<file path="src/rtl/frac_div_pkg.sv">
// Shared types, reset defaults and config validation for the fractional clock divider.
package frac_div_pkg;

  typedef enum logic {
    IDLE,
    RUN
  } state_t;

  // Reset ratio 8 + 7/10 = 8.7 input cycles per output cycle.
  localparam int unsigned DEF_INT = 8;
  localparam int unsigned DEF_NUM = 7;
  localparam int unsigned DEF_DEN = 10;

  // A ratio is usable when N >= 2, DEN != 0 and NUM < DEN.
  function automatic logic cfg_valid(input logic [31:0] n,
                                     input logic [31:0] num,
                                     input logic [31:0] den);
    return (n >= 32'd2) && (den != '0) && (num < den);
  endfunction

endpackage

</file>
<file path="src/rtl/frac_div_acc.sv">
// First-order phase accumulator choosing between N and N+1 cycle periods.
module frac_div_acc
  import frac_div_pkg::*;
#(
  parameter int unsigned W_FRAC = 8
) (
  input  logic              clk_in,
  input  logic              rst,
  input  logic [W_FRAC-1:0] num,
  input  logic [W_FRAC-1:0] den,
  input  logic              step,
  input  logic              clear,
  output logic              long_period
);

  logic [W_FRAC-1:0] acc;
  logic [W_FRAC-1:0] acc_base;
  logic [W_FRAC-1:0] acc_next;
  logic [W_FRAC:0]   sum;

  // Clear zeroes the accumulator before the sum, so a fresh ratio starts at phase 0.
  always_comb begin
    acc_base    = clear ? '0 : acc;
    sum         = {1'b0, acc_base} + {1'b0, num};
    long_period = (sum >= {1'b0, den});
    acc_next    = long_period ? W_FRAC'(sum - {1'b0, den}) : sum[W_FRAC-1:0];
  end

  // Advance on each period start; a clear without a start just zeroes the phase.
  always_ff @(posedge clk_in or negedge rst) begin
    if (!rst) begin
      acc <= '0;
    end else if (step) begin
      acc <= acc_next;
    end else if (clear) begin
      acc <= '0;
    end
  end

endmodule

</file>
<file path="src/rtl/frac_clk_div.sv">
// Runtime-programmable dual-modulus fractional clock divider with shadowed config.
module frac_clk_div #(
  parameter int unsigned W_INT   = 8,
  parameter int unsigned W_FRAC  = 8,
  parameter int unsigned DEF_INT = frac_div_pkg::DEF_INT,
  parameter int unsigned DEF_NUM = frac_div_pkg::DEF_NUM,
  parameter int unsigned DEF_DEN = frac_div_pkg::DEF_DEN
) (
  input  logic              clk_in,
  input  logic              rst,
  input  logic              en,
  input  logic [W_INT-1:0]  cfg_int,
  input  logic [W_FRAC-1:0] cfg_num,
  input  logic [W_FRAC-1:0] cfg_den,
  input  logic              cfg_load,
  output logic              cfg_ack,
  output logic              cfg_err,
  output logic              clk_out,
  output logic              period_start
);

  import frac_div_pkg::*;

  localparam int unsigned W_CNT = W_INT + 1;

  state_t            state, state_next;
  logic [W_INT-1:0]  act_int, pend_int, eff_int;
  logic [W_FRAC-1:0] act_num, pend_num, eff_num;
  logic [W_FRAC-1:0] act_den, pend_den, eff_den;
  logic              pend_v;
  logic [W_CNT-1:0]  cnt, cnt_inc, len, len_new, half;
  logic              at_end, apply, start, long_period, load_ok;

  assign load_ok = cfg_valid(32'(cfg_int), 32'(cfg_num), 32'(cfg_den));
  assign at_end  = (state == RUN) && (cnt == len - W_CNT'(1));
  assign cnt_inc = cnt + W_CNT'(1);
  assign half    = len >> 1;

  // A config applied on this edge is already in force for the period it starts.
  assign eff_int = apply ? pend_int : act_int;
  assign eff_num = apply ? pend_num : act_num;
  assign eff_den = apply ? pend_den : act_den;
  assign len_new = {1'b0, eff_int} + W_CNT'(long_period);

  frac_div_acc #(
    .W_FRAC(W_FRAC)
  ) u_acc (
    .clk_in     (clk_in),
    .rst        (rst),
    .num        (eff_num),
    .den        (eff_den),
    .step       (start),
    .clear      (apply),
    .long_period(long_period)
  );

  // State register.
  always_ff @(posedge clk_in or negedge rst) begin
    if (!rst) state <= IDLE;
    else      state <= state_next;
  end

  // Config swaps and run/stop decisions happen only in IDLE or on a period boundary.
  always_comb begin
    state_next = state;
    apply      = 1'b0;
    start      = 1'b0;
    case (state)
      IDLE: begin
        apply = pend_v;
        if (en) begin
          start      = 1'b1;
          state_next = RUN;
        end
      end
      RUN: begin
        if (at_end) begin
          apply = pend_v;
          if (en) start      = 1'b1;
          else    state_next = IDLE;
        end
      end
      default: state_next = IDLE;
    endcase
  end

  // Active/pending config shadow; a new valid load wins over an applying one.
  always_ff @(posedge clk_in or negedge rst) begin
    if (!rst) begin
      act_int  <= W_INT'(DEF_INT);
      act_num  <= W_FRAC'(DEF_NUM);
      act_den  <= W_FRAC'(DEF_DEN);
      pend_int <= '0;
      pend_num <= '0;
      pend_den <= '0;
      pend_v   <= 1'b0;
      cfg_ack  <= 1'b0;
      cfg_err  <= 1'b0;
    end else begin
      cfg_ack <= apply;
      cfg_err <= cfg_load && !load_ok;
      if (apply) begin
        act_int <= pend_int;
        act_num <= pend_num;
        act_den <= pend_den;
      end
      if (cfg_load && load_ok) begin
        pend_int <= cfg_int;
        pend_num <= cfg_num;
        pend_den <= cfg_den;
        pend_v   <= 1'b1;
      end else if (apply) begin
        pend_v <= 1'b0;
      end
    end
  end

  // Period counter and output waveform: high for L>>1 cycles, then low.
  always_ff @(posedge clk_in or negedge rst) begin
    if (!rst) begin
      cnt          <= '0;
      len          <= '0;
      clk_out      <= 1'b0;
      period_start <= 1'b0;
    end else if (start) begin
      cnt          <= '0;
      len          <= len_new;
      clk_out      <= 1'b1;
      period_start <= 1'b1;
    end else begin
      period_start <= 1'b0;
      if ((state == RUN) && !at_end) begin
        cnt     <= cnt_inc;
        clk_out <= (cnt_inc < half);
      end else begin
        clk_out <= 1'b0;
      end
    end
  end

endmodule
</file>
<file path="config.mk">
export PLATFORM = sky130hd
export DESIGN_NAME = frac_clk_div
export DESIGN_NICKNAME = d
export VERILOG_FILES = /design/src/rtl/frac_div_pkg.sv /design/src/rtl/frac_div_acc.sv /design/src/rtl/frac_clk_div.sv
export SDC_FILE = /design/constraint.sdc
export NUM_CORES = 1
export LEC_CHECK = 0
export BUFFER_PORTS_ARGS = -buffer_cell sky130_fd_sc_hd__clkbuf_2
export CAP_MARGIN = 20
export CORE_UTILIZATION = 55
export DETAILED_ROUTE_END_ITERATION = 10
export PLACE_DENSITY = 0.74
export SYNTH_ARGS = -nofsm -noshare
export SYNTH_HDL_FRONTEND = slang
export SYNTH_SLANG_ARGS = --single-unit
</file>
<file path="constraint.sdc">
create_clock -name clk_in -period 7.25 [get_ports clk_in]
set_input_delay 1.0875 -clock clk_in [delete_from_list [all_inputs] [get_ports clk_in]]
set_output_delay 1.0875 -clock clk_in [all_outputs]
set_load 0.02 [all_outputs]
</file>
==> out/qor.log <==
INFO  logic_synthesis synth_enable_flop_cells=0
INFO  floorplanning  die_area=0.009035mm²
INFO  floorplanning  num_rows=33
INFO  timing         fin_crit=6.508ns
INFO  cells_and_area mostFrequentLayoutCells=sky130_fd_sc_hd__dfrtp_1, sky130_fd_sc_hd__mux2_2, sky130_fd_sc_hd__inv_1
INFO  logic_synthesis yosys_register_bits=80
INFO  critical_path  timing.critical_path.arrival=6.80ns
INFO  logic_synthesis share_of_synthesized_flip_flops_with_an_asynchronous_set_or_reset=1.000
INFO  clocking       clk-insertion-delay-late=0.37ns
INFO  detailed_routing ant_nets=0
INFO  clocking       clk_root_buffer_cell=sky130_fd_sc_hd__clkbuf_8
INFO  timing         slew_violations=0
INFO  detailed_routing drtPass1Iterations=4
INFO  clocking       tritoncts.num_buffers=9
INFO  min_path       worstHoldPathType=register to register
INFO  detailed_routing vias_per_cell=5.572
INFO  critical_path  crit_type=register to register
INFO  critical_path  regToRegSetupSlack=0.74ns
INFO  cells_and_area area_of_the_multi_input_gates=0.002516mm²
INFO  critical_path  worst_path_most_repeated_cell=sky130_fd_sc_hd__ha_1
INFO  grt            grt_pass1_wl=15680µm
INFO  clocking       cts.reportedPaths.clkPinSlew=0.10ns
INFO  floorplanning  top_ports=32
INFO  timing         totalNegativeSetupSlack=0ns
INFO  detailed_routing wirelength_routed=9240µm
INFO  critical_path  timing.critical_path.to_type=register
INFO  grt            groute.usage.overall=0.2299
INFO  cells_and_area synthToLayoutAreaGrowth=9.853%
INFO  cells_and_area area.sequential=0.002009mm²
INFO  grt            grt_start_max_net_pins=81
INFO  timing         slew_headroom=0.6329
INFO  timing         grt_setup_unrepaired=no
INFO  cells_and_area insertedDiodeCount=0
INFO  placement      gp_routability_congestion=0.8715
INFO  timing         timing_worst_slew_pin_value=0.5506ns
INFO  critical_path  crit_required=7.54ns
INFO  timing         post-route-period-util=0.8976
INFO  clocking       tritoncts_num_sinks=80
INFO  placement      i_o_buffers=31
INFO  grt            antenna_found_initial=0
INFO  detailed_routing drc_marker_count_from_the_first_detailed_route_iteration=104
INFO  grt            grt_pass1_vias=3357
INFO  cells_and_area final_net_count=554
INFO  detailed_routing drc=0
INFO  timing         max_freq=153.7MHz
INFO  logic_synthesis synthesis.yosys.warnings=0
INFO  logic_synthesis mappedNetlistArea=0.004762mm²
INFO  cells_and_area layout.cells.most_common=sky130_fd_sc_hd__dfrtp_1
INFO  critical_path  path_max_fanout=19
INFO  logic_synthesis yosys.cell_types.count=50
INFO  placement      dp_hpwl=6749µm
INFO  clocking       post_cts_resized=0
INFO  detailed_routing wl_per_cell=15.40µm
INFO  logic_synthesis avgSynthCellArea=10.37µm²
INFO  cells_and_area layout.filler_cells=694
INFO  clocking       cts_tree=built
INFO  logic_synthesis postSynth.topFlopCell=sky130_fd_sc_hd__dfrtp_1
INFO  timing         report.final.hold_viol_count=0
INFO  critical_path  crit_path_top_delay_cell=sky130_fd_sc_hd__a31o_2
INFO  floorplanning  dieWidth=95.05µm
INFO  critical_path  slowest_delay=0.56ns
INFO  timing         worst_clock_skew=0.01575ns
INFO  clocking       post-cts-setup-buffers=0
INFO  clocking       htree_num_levels=3
INFO  outcome        run_status=finished, final reports clean
INFO  floorplanning  design.core.area=0.008299mm²
INFO  grt            globalRouteOverflowTotal=0
INFO  critical_path  setup.worst_path.start_class=register
INFO  logic_synthesis post_synth_inst_count=459
INFO  logic_synthesis syn_nets=523
INFO  clocking       clock_path_buffers=2
INFO  cells_and_area fraction_of_layout_cells_with_a_size_suffix_above_1=0.2242
INFO  timing         finalSetupViolations=0
INFO  floorplanning  die_y=95.05µm
INFO  clocking       holdBufCountCts=0
INFO  floorplanning  floorplan.initialDensity=0.5738
INFO  detailed_routing via_count=3343
INFO  run            max-cap-violations=0
INFO  logic_synthesis ys_seq_area_frac=0.4220
[final timing paths]
path,start,to,cells after the start
setup / recovery,len[2]$_DFFE_PN0P_,len[6]$_DFFE_PN0P_,28
hold / removal,act_den[5]$_DFF_PN0_,act_den[5]$_DFF_PN0_,2
setup reg to reg,len[2]$_DFFE_PN0P_,len[6]$_DFFE_PN0P_,28
hold reg to reg,act_den[5]$_DFF_PN0_,act_den[5]$_DFF_PN0_,2
max in group asynchronous,rst,act_num[0]$_DFF_PN1_,2
min in group asynchronous,rst,pend_int[7]$_DFFE_PN0P_,1
[synthesized netlist by cell type (2+ instances only)]
cell type                  count  area (µm²)
sky130_fd_sc_hd__dfrtp_1      74        1852
sky130_fd_sc_hd__mux2_2       45       506.7
sky130_fd_sc_hd__inv_1        41       153.9
sky130_fd_sc_hd__ha_1         34       425.4
sky130_fd_sc_hd__nor2_1       33       123.9
sky130_fd_sc_hd__o21ai_0      32       160.2
sky130_fd_sc_hd__nand2_1      23       86.33
sky130_fd_sc_hd__xor2_1       19       166.4
sky130_fd_sc_hd__mux2i_1      17       170.2
sky130_fd_sc_hd__xnor2_1      16       140.1
sky130_fd_sc_hd__a21oi_1      12       60.06
sky130_fd_sc_hd__nand3_1      10       50.05
sky130_fd_sc_hd__nor2b_1       9       56.30
sky130_fd_sc_hd__nand4_1       7       43.79
sky130_fd_sc_hd__a21o_1        6       45.04
sky130_fd_sc_hd__buf_2         6       30.03
sky130_fd_sc_hd__clkbuf_1      6       22.52
sky130_fd_sc_hd__dfstp_2       6       157.7
sky130_fd_sc_hd__and3_1        5       31.28
sky130_fd_sc_hd__nor3_1        5       25.02
sky130_fd_sc_hd__nand3b_1      4       30.03
sky130_fd_sc_hd__o21a_1        4       30.03
sky130_fd_sc_hd__o31ai_1       4       30.03
sky130_fd_sc_hd__a211o_1       3       26.28
sky130_fd_sc_hd__o21bai_1      3       22.52
sky130_fd_sc_hd__a211oi_1      2       15.01
sky130_fd_sc_hd__a31oi_1       2       12.51
sky130_fd_sc_hd__and2_1        2       12.51
sky130_fd_sc_hd__buf_4         2       15.01
sky130_fd_sc_hd__fa_1          2       40.04
sky130_fd_sc_hd__nand2b_1      2       12.51
sky130_fd_sc_hd__nor4_1        2       12.51
sky130_fd_sc_hd__nor4_2        2       25.02
sky130_fd_sc_hd__o211ai_1      2       15.01
sky130_fd_sc_hd__o41ai_1       2       17.52
[per-stage QoR]
stage / area [µm²] / setup slack, ns / hold slack (ns) / util / cells
final: 5231 / 0.7422 / 0.4955 / 0.6303 / 600
after global routing: 5231 / 0.2902 / 0.4907 / 0.6303 / 600
after CTS: 5176 / 0.7784 / 0.4998 / 0.6237 / 598
after detailed placement: 4987 / 0.8103 / 0.4800 / 0.6009 / 582
after global placement: 4987 / 1.092 / 0.4779 / 0.6009 / 582
after floorplan: 4762 / 1.064 / 0.4529 / - / 459
[sequential cells by signal (all words and copies together) (netlist names)]
name / count
cfg_ack: 1
pend_num: 8
clk_out: 1
period_start: 1
pend_v: 1
act_int: 8
cfg_err: 1
state: 1
act_num: 8
u_acc.acc: 8
act_den: 8
pend_int: 8
pend_den: 8
cnt: 9
len: 9
[worst max-delay path, delay by kind of cell, from the launching register on]
family,cells,cell delay (ns)
and+or+nand+nor,8,1.57
buffers and inverters,2,0.12
AOI/OAI and AO/OA,10,2.10
xor gates and xnor gates,1,0.17
adders and majority gates,5,1.42
muxes,2,0.57
DFF,1,0.47
[cell type report]
cell class | count | area share
clock buffers | 10 | 0.02631
clock inverters | 6 | 0.009806
well taps | 105 | 0.02511
flip-flops and latches | 80 | 0.3841
repair buffers | 35 | 0.04353
inverters | 42 | 0.03014
multi-input cells | 322 | 0.4810
[routing by layer]
metal,global-route usage,wire length [µm],vias to the layer above
met5,0,0,-
met4,0.08965,204,0
met3,0.04944,214,17
met2,0.3945,4528,42
met1,0.2824,4293,1627
li1,-,-,1657
[logic make-up (layout without fill, tap and decap cells)]
logic type                 after synthesis  after routing  synth area share
and+or+nand+nor                        110            110            0.1172
DFF                                     80             80            0.4220
AOI/OAI and AO/OA                       78             78            0.1038
muxes                                   63             63            0.1453
buffers and inverters                   57             93           0.04966
adders and majority gates               36             36           0.09774
xor gates and xnor gates                35             35           0.06437
Power is left out: the tool's default activity adds up to more than one toggle a clock period on the data nets, which glitch-free logic cannot reach.
